**src/rtl/ex_mem_pkg.sv**
```systemverilog
`default_nettype none
// ==== ex_mem_pkg : shared EX/MEM entry type, ctrl bit indices, funct3 codes ====
// ==== rev 1.0                                                                ====
package ex_mem_pkg;

  // Field widths of a buffered entry; the top-level width parameters default to these.
  localparam int DATA_W = 32;
  localparam int REG_AW = 5;

  localparam int CTRL_REG_WRITE  = 0;
  localparam int CTRL_MEM_READ   = 1;
  localparam int CTRL_MEM_WRITE  = 2;
  localparam int CTRL_MEM_TO_REG = 3;
  localparam int CTRL_BRANCH     = 4;
  localparam int CTRL_FUNCT3_LSB = 5;

  localparam logic [2:0] FUNCT3_BYTE = 3'b000;
  localparam logic [2:0] FUNCT3_HALF = 3'b001;
  localparam logic [2:0] FUNCT3_WORD = 3'b010;

  typedef struct packed {
    logic [DATA_W-1:0] alu_result;
    logic [DATA_W-1:0] store_data;
    logic [REG_AW-1:0] rd;
    logic [7:0]        ctrl;
    logic              misaligned;
  } entry_t;

  // Unsigned variants share the low two funct3 bits, so only those are decoded.
  function automatic logic is_misaligned(input logic [2:0] funct3, input logic [1:0] addr);
    if (funct3[1:0] == FUNCT3_WORD[1:0]) return addr != 2'b00;
    if (funct3[1:0] == FUNCT3_HALF[1:0]) return addr[0];
    return 1'b0;
  endfunction

endpackage
`default_nettype wire

```
**src/rtl/skid_buffer.sv**
```systemverilog
`default_nettype none
// ==== skid_buffer : 2-entry in-order FIFO (head + skid), registered in_ready ====
// ==== rev 1.0                                                                 ====
module skid_buffer #(
  parameter type T = logic
) (
  input  logic clk,
  input  logic reset,
  input  logic flush,
  input  logic in_valid,
  output logic in_ready,
  input  T     in_data,
  output logic out_valid,
  input  logic out_ready,
  output T     out_data
);

  logic [1:0] count;
  logic [1:0] count_next;
  logic       push;
  logic       pop;
  T           skid_q;

  assign push      = in_valid && in_ready;
  assign pop       = out_valid && out_ready;
  assign out_valid = (count != 2'd0);

  always_comb begin
    count_next = count;
    if (flush)              count_next = 2'd0;
    else if (push && !pop)  count_next = count + 2'd1;
    else if (pop && !push)  count_next = count - 2'd1;
  end

  // out_data is the head register; it only moves on a pop or on a push into an empty buffer.
  always_ff @(posedge clk) begin
    if (!reset) begin
      count    <= 2'd0;
      in_ready <= 1'b1;
      out_data <= '0;
      skid_q   <= '0;
    end else begin
      count    <= count_next;
      in_ready <= (count_next != 2'd2);
      if (!flush) begin
        if (pop) begin
          if (count == 2'd2) out_data <= skid_q;
          else if (push)     out_data <= in_data;
        end else if (push) begin
          if (count == 2'd0) out_data <= in_data;
          else               skid_q   <= in_data;
        end
      end
    end
  end

endmodule
`default_nettype wire

```
**src/rtl/ex_mem_buffer.sv**
```systemverilog
`default_nettype none
// ==== ex_mem_buffer : EX/MEM pipeline buffer with branch redirect and misalign flag ====
// ==== rev 1.0                                                                      ====
module ex_mem_buffer
  import ex_mem_pkg::*;
#(
  parameter int DATA_WIDTH     = DATA_W,
  parameter int REG_ADDR_WIDTH = REG_AW
) (
  input  logic                      clk,
  input  logic                      reset,
  input  logic                      flush,
  input  logic                      in_valid,
  output logic                      in_ready,
  input  logic [DATA_WIDTH-1:0]     in_alu_result,
  input  logic [DATA_WIDTH-1:0]     in_store_data,
  input  logic [REG_ADDR_WIDTH-1:0] in_rd,
  input  logic [7:0]                in_ctrl,
  input  logic [DATA_WIDTH-1:0]     in_branch_target,
  output logic                      out_valid,
  input  logic                      out_ready,
  output logic [DATA_WIDTH-1:0]     out_alu_result,
  output logic [DATA_WIDTH-1:0]     out_store_data,
  output logic [REG_ADDR_WIDTH-1:0] out_rd,
  output logic [7:0]                out_ctrl,
  output logic                      out_misaligned,
  output logic                      redirect_valid,
  output logic [DATA_WIDTH-1:0]     redirect_pc
);

  logic   accept;
  logic   is_mem;
  logic   enqueue;
  logic   taken;
  entry_t in_entry;
  entry_t head;

  assign accept  = in_valid && in_ready && !flush;
  assign is_mem  = in_ctrl[CTRL_MEM_READ] || in_ctrl[CTRL_MEM_WRITE];
  // Entries with no register or memory side effect (pure branches) never reach MEM.
  assign enqueue = accept && (in_ctrl[CTRL_REG_WRITE] || is_mem);
  assign taken   = accept && in_ctrl[CTRL_BRANCH] && in_alu_result[0];

  always_comb begin
    in_entry            = '0;
    in_entry.alu_result = in_alu_result;
    in_entry.store_data = in_store_data;
    in_entry.rd         = in_rd;
    in_entry.ctrl       = in_ctrl;
    in_entry.misaligned = is_mem &&
                          is_misaligned(in_ctrl[CTRL_FUNCT3_LSB +: 3], in_alu_result[1:0]);
  end

  skid_buffer #(
    .T (entry_t)
  ) u_fifo (
    .clk       (clk),
    .reset     (reset),
    .flush     (flush),
    .in_valid  (enqueue),
    .in_ready  (in_ready),
    .in_data   (in_entry),
    .out_valid (out_valid),
    .out_ready (out_ready),
    .out_data  (head)
  );

  assign out_alu_result = head.alu_result;
  assign out_store_data = head.store_data;
  assign out_rd         = head.rd;
  assign out_ctrl       = head.ctrl;
  assign out_misaligned = head.misaligned;

  always_ff @(posedge clk) begin
    if (!reset) begin
      redirect_valid <= 1'b0;
      redirect_pc    <= '0;
    end else begin
      redirect_valid <= taken;
      if (taken) redirect_pc <= in_branch_target;
    end
  end

endmodule
`default_nettype wire

```
**config.mk**
```make
export PLATFORM = sky130hd
export DESIGN_NAME = ex_mem_buffer
export DESIGN_NICKNAME = d
export VERILOG_FILES = /design/src/rtl/ex_mem_pkg.sv /design/src/rtl/skid_buffer.sv /design/src/rtl/ex_mem_buffer.sv
export SDC_FILE = /design/constraint.sdc
export NUM_CORES = 1
export LEC_CHECK = 0
export ABC_AREA = 1
export BUFFER_PORTS_ARGS = -buffer_cell sky130_fd_sc_hd__buf_2
export CAP_MARGIN = 10
export CORE_MARGIN = 2
export CORE_UTILIZATION = 37
export CTS_CLUSTER_DIAMETER = 200
export DETAILED_ROUTE_END_ITERATION = 12
export PLACE_DENSITY = 0.74
export SLEW_MARGIN = 20
export SYNTH_ARGS = -nofsm -noshare
export SYNTH_HDL_FRONTEND = slang
export SYNTH_SLANG_ARGS = --single-unit
```
**constraint.sdc**
```tcl
create_clock -name clk -period 1.5 [get_ports clk]
set_input_delay 0.15 -clock clk [delete_from_list [all_inputs] [get_ports clk]]
set_output_delay 0.15 -clock clk [all_outputs]
set_load 0.02 [all_outputs]
```
==> metrics.txt <==
Tmin final 1540 ps; Worst EP arrival 1860 ps; FP Rows 53; Top Family by Delay on Critical Path simple AND/OR/NAND/NOR gates; Netlist cell types 22; initial antenna violation count 0; Initial Util 0.375; Hold WC Path Type in2reg; cell depth of the worst flop-to-flop path 9; Crit-path slowest cell dfxtp_2; critical path capture point type flip-flop; Ports roughly 230; CTS tree built; Cell Pwr Density 1030 mW/mm^2; Placed Cells incl. Taps 1584; peak supply drop 0.000710 V; Buf+Inv Stages, Crit Path 3; CP most frequent cell nand2_4; RSZ-0062 raised after global routing yes; remaining antenna violation count 0; Post-synth EDFFs 0; DR pass1 iterations 8; final hold slack 18.6 ps; failing checks negative setup slack; post-route insts no fill around 1700; WP depth 9; Synth Flop Type dfxtp_1; CP Cell Sequence inv_2, ha_4, inv_4, nand3_4, nand2_4, nand2_4, buf_12, o21ai_0, nor2_1; total grt overflow 0; Worst Max-Slew Pin Slew approximately 400 ps; share of the synthesized area in the top cell type 0.490; CTS H-Tree Depth 4; Final Max Slew Viols 0; CP Max Fanout 44; Port Buffers 226; synthesized instance count around 1100; Die Footprint around 0.022 sq mm; DRC Markers 0; ANT cells 0; Synth Register Bits 192; post-synth design cell area 0.00785 sq mm; core footprint 0.0210 sq mm; Routed WL roughly 25 mm; Mean Syn Cell Area 7.00 sq um; synth warn 0; DR vias 8297; DR iter-0 viols 430; static leakage 5.04 nW; Worst path max stage delay ~330 ps; gr usage total 0.208; first-pass GRT wire length roughly 38 mm; Clock Tree Buf Depth 2; Wirelength per Cell between 10 and 15 um; Layout area overhead 44.0%; clk sink count 192; die outline height ~150 um; f_max between 600 and 700 MHz; Seq/Total Area, Yosys 0.490; Max-slew headroom 0.734; top post-synthesis cells by count nand2_1, dfxtp_1, a21oi_1; Final GP Congestion between 0.7 and 0.8; Hold Crit Depth 3; FFs w/ async S/R, synth 0; Hold Violations, Final 0; cts bufs inserted 17; Die Width 150 um; max cap viols 0; final core utilization 0.540; HPWL after DPL 15.5 mm; vias in the first global route around 7700; count leader, synth nand2_1; ratio of cells with drive above 1 in the final layout 0.236; number of vias per cell 4.81; # nets final 1552; clock skew 9.85 ps; Final setup viols 29; Skew-Pair Late Insertion Delay 430 ps; fin worst setup slack -37.1 ps; Setup CP Type reg2reg; biggest area consumer among synthesized cells dfxtp_1; outcome finished with violations; synth top area cells dfxtp_1, nand2_1, a21oi_1, nor2_1, o21ai_0; CP Launch Type flip-flop; syn nets ~1200; CTS Root Cell clkbuf_16; clock transition at the registers of the reported paths about 70 ps; Fill cells between 1500 and 2000; final worst-path cycle share 1.02; Req. time, crit path roughly 1800 ps; largest net degree at the start of global routing 55
## power breakdown
part / internal, mW / total [mW] / switching (mW)
Combinational: 0.743 / 1.68 / 0.942
Clock: 2.38 / 4.59 / 2.21
Sequential: 5.27 / 5.37 / 0.0943
## cells in the final DEF, fill, tap and decap left out, types with 12 or more instances in the layout
| cell type | netlist | layout |
|---|---|---|
| dfxtp_1 | 192 | 190 |
| inv_1 | 16 | 12 |
| dlygate4sd3_1 | 0 | 103 |
| nor2_1 | 151 | 151 |
| o21ai_1 | 33 | 59 |
| clkbuf_16 | 0 | 20 |
| buf_4 | 10 | 26 |
| buf_12 | 0 | 16 |
| o21ai_0 | 83 | 50 |
| nand2_1 | 392 | 391 |
| a21oi_1 | 154 | 145 |
| buf_2 | 33 | 224 |
## per-stage QoR
step | setup WS, ps | setup TNS [ps] | cell area (sq um) | power [mW]
4_1_cts | -18.3 | -118 | 11200 | 11.7
2_1_floorplan | 23.4 | 0 | 7870 | 6.29
3_3_place_gp | -112 | -6330 | 9460 | 6.87
3_5_place_dp | -141 | -12180 | 9460 | 6.88
6_report | -37.1 | -515 | 11300 | 11.6
5_1_grt | -113 | -6650 | 11300 | 12.1
## logic make-up after synthesis
group | Yosys count | synth area share
AOI/OAI and AO/OA | 270 | 0.172
and+or+nand+nor | 557 | 0.273
adders and majority gates | 2 | 0.00319
DFF | 192 | 0.490
buffers and inverters | 101 | 0.0618
## final timing paths
path | start | to | slack, ps
worst min register to register | u_fifo.skid_q[6] | u_fifo.skid_q[6] | 460
worst min-delay path | in_branch_target[23] | redirect_pc[23] | 20
worst max register to register | u_fifo.count[0] | u_fifo.out_data[69] | -40
worst max-delay path | u_fifo.count[0] | u_fifo.out_data[69] | -40
## layout make-up
type / count / area (sq um) / share of cell area
Multi-Input combinational cell: 829 / 3630 / 0.321
Clock buffer: 17 / 425 / 0.0376
Tap cell: 275 / 344 / 0.0304
Timing Repair Buffer: 377 / 2800 / 0.248
Sequential cell: 192 / 3850 / 0.340
Clock inverter: 15 / 173 / 0.0153
Inverter: 19 / 86.3 / 0.00764
## worst min-delay path, cell delays in order
cell and delay, ps:
buf_2 80, o21ai_0 90, nor2_1 80
## flip-flops by register name, indices dropped and copies added, names as in the netlist
register,count
u_fifo.out_data,78
u_fifo.count,2
redirect_pc,32
u_fifo.in_ready,1
u_fifo.skid_q,78
redirect_valid,1
## layer usage
metal  vias to the layer above  track usage  wire length, um
met5                         -            0                0
li1                       4212            -                -
met1                      3754        0.255            10600
met4                         0       0.0854              682
met2                       282        0.357            11800
met3                        49       0.0421             1450
## timing repair
item | 4_1_cts | 5_1_grt
cloned | 0 | 3
setup endpoints to repair | 160 | 126
pin swaps | 2 | 2
hold buffers | 103 | 0
hold endpoints to repair | 103 | 0
gates resized for setup | 27 | 44
buffers inserted | 2 | 0
No activity file was read; power rests on OpenSTA's default activity.
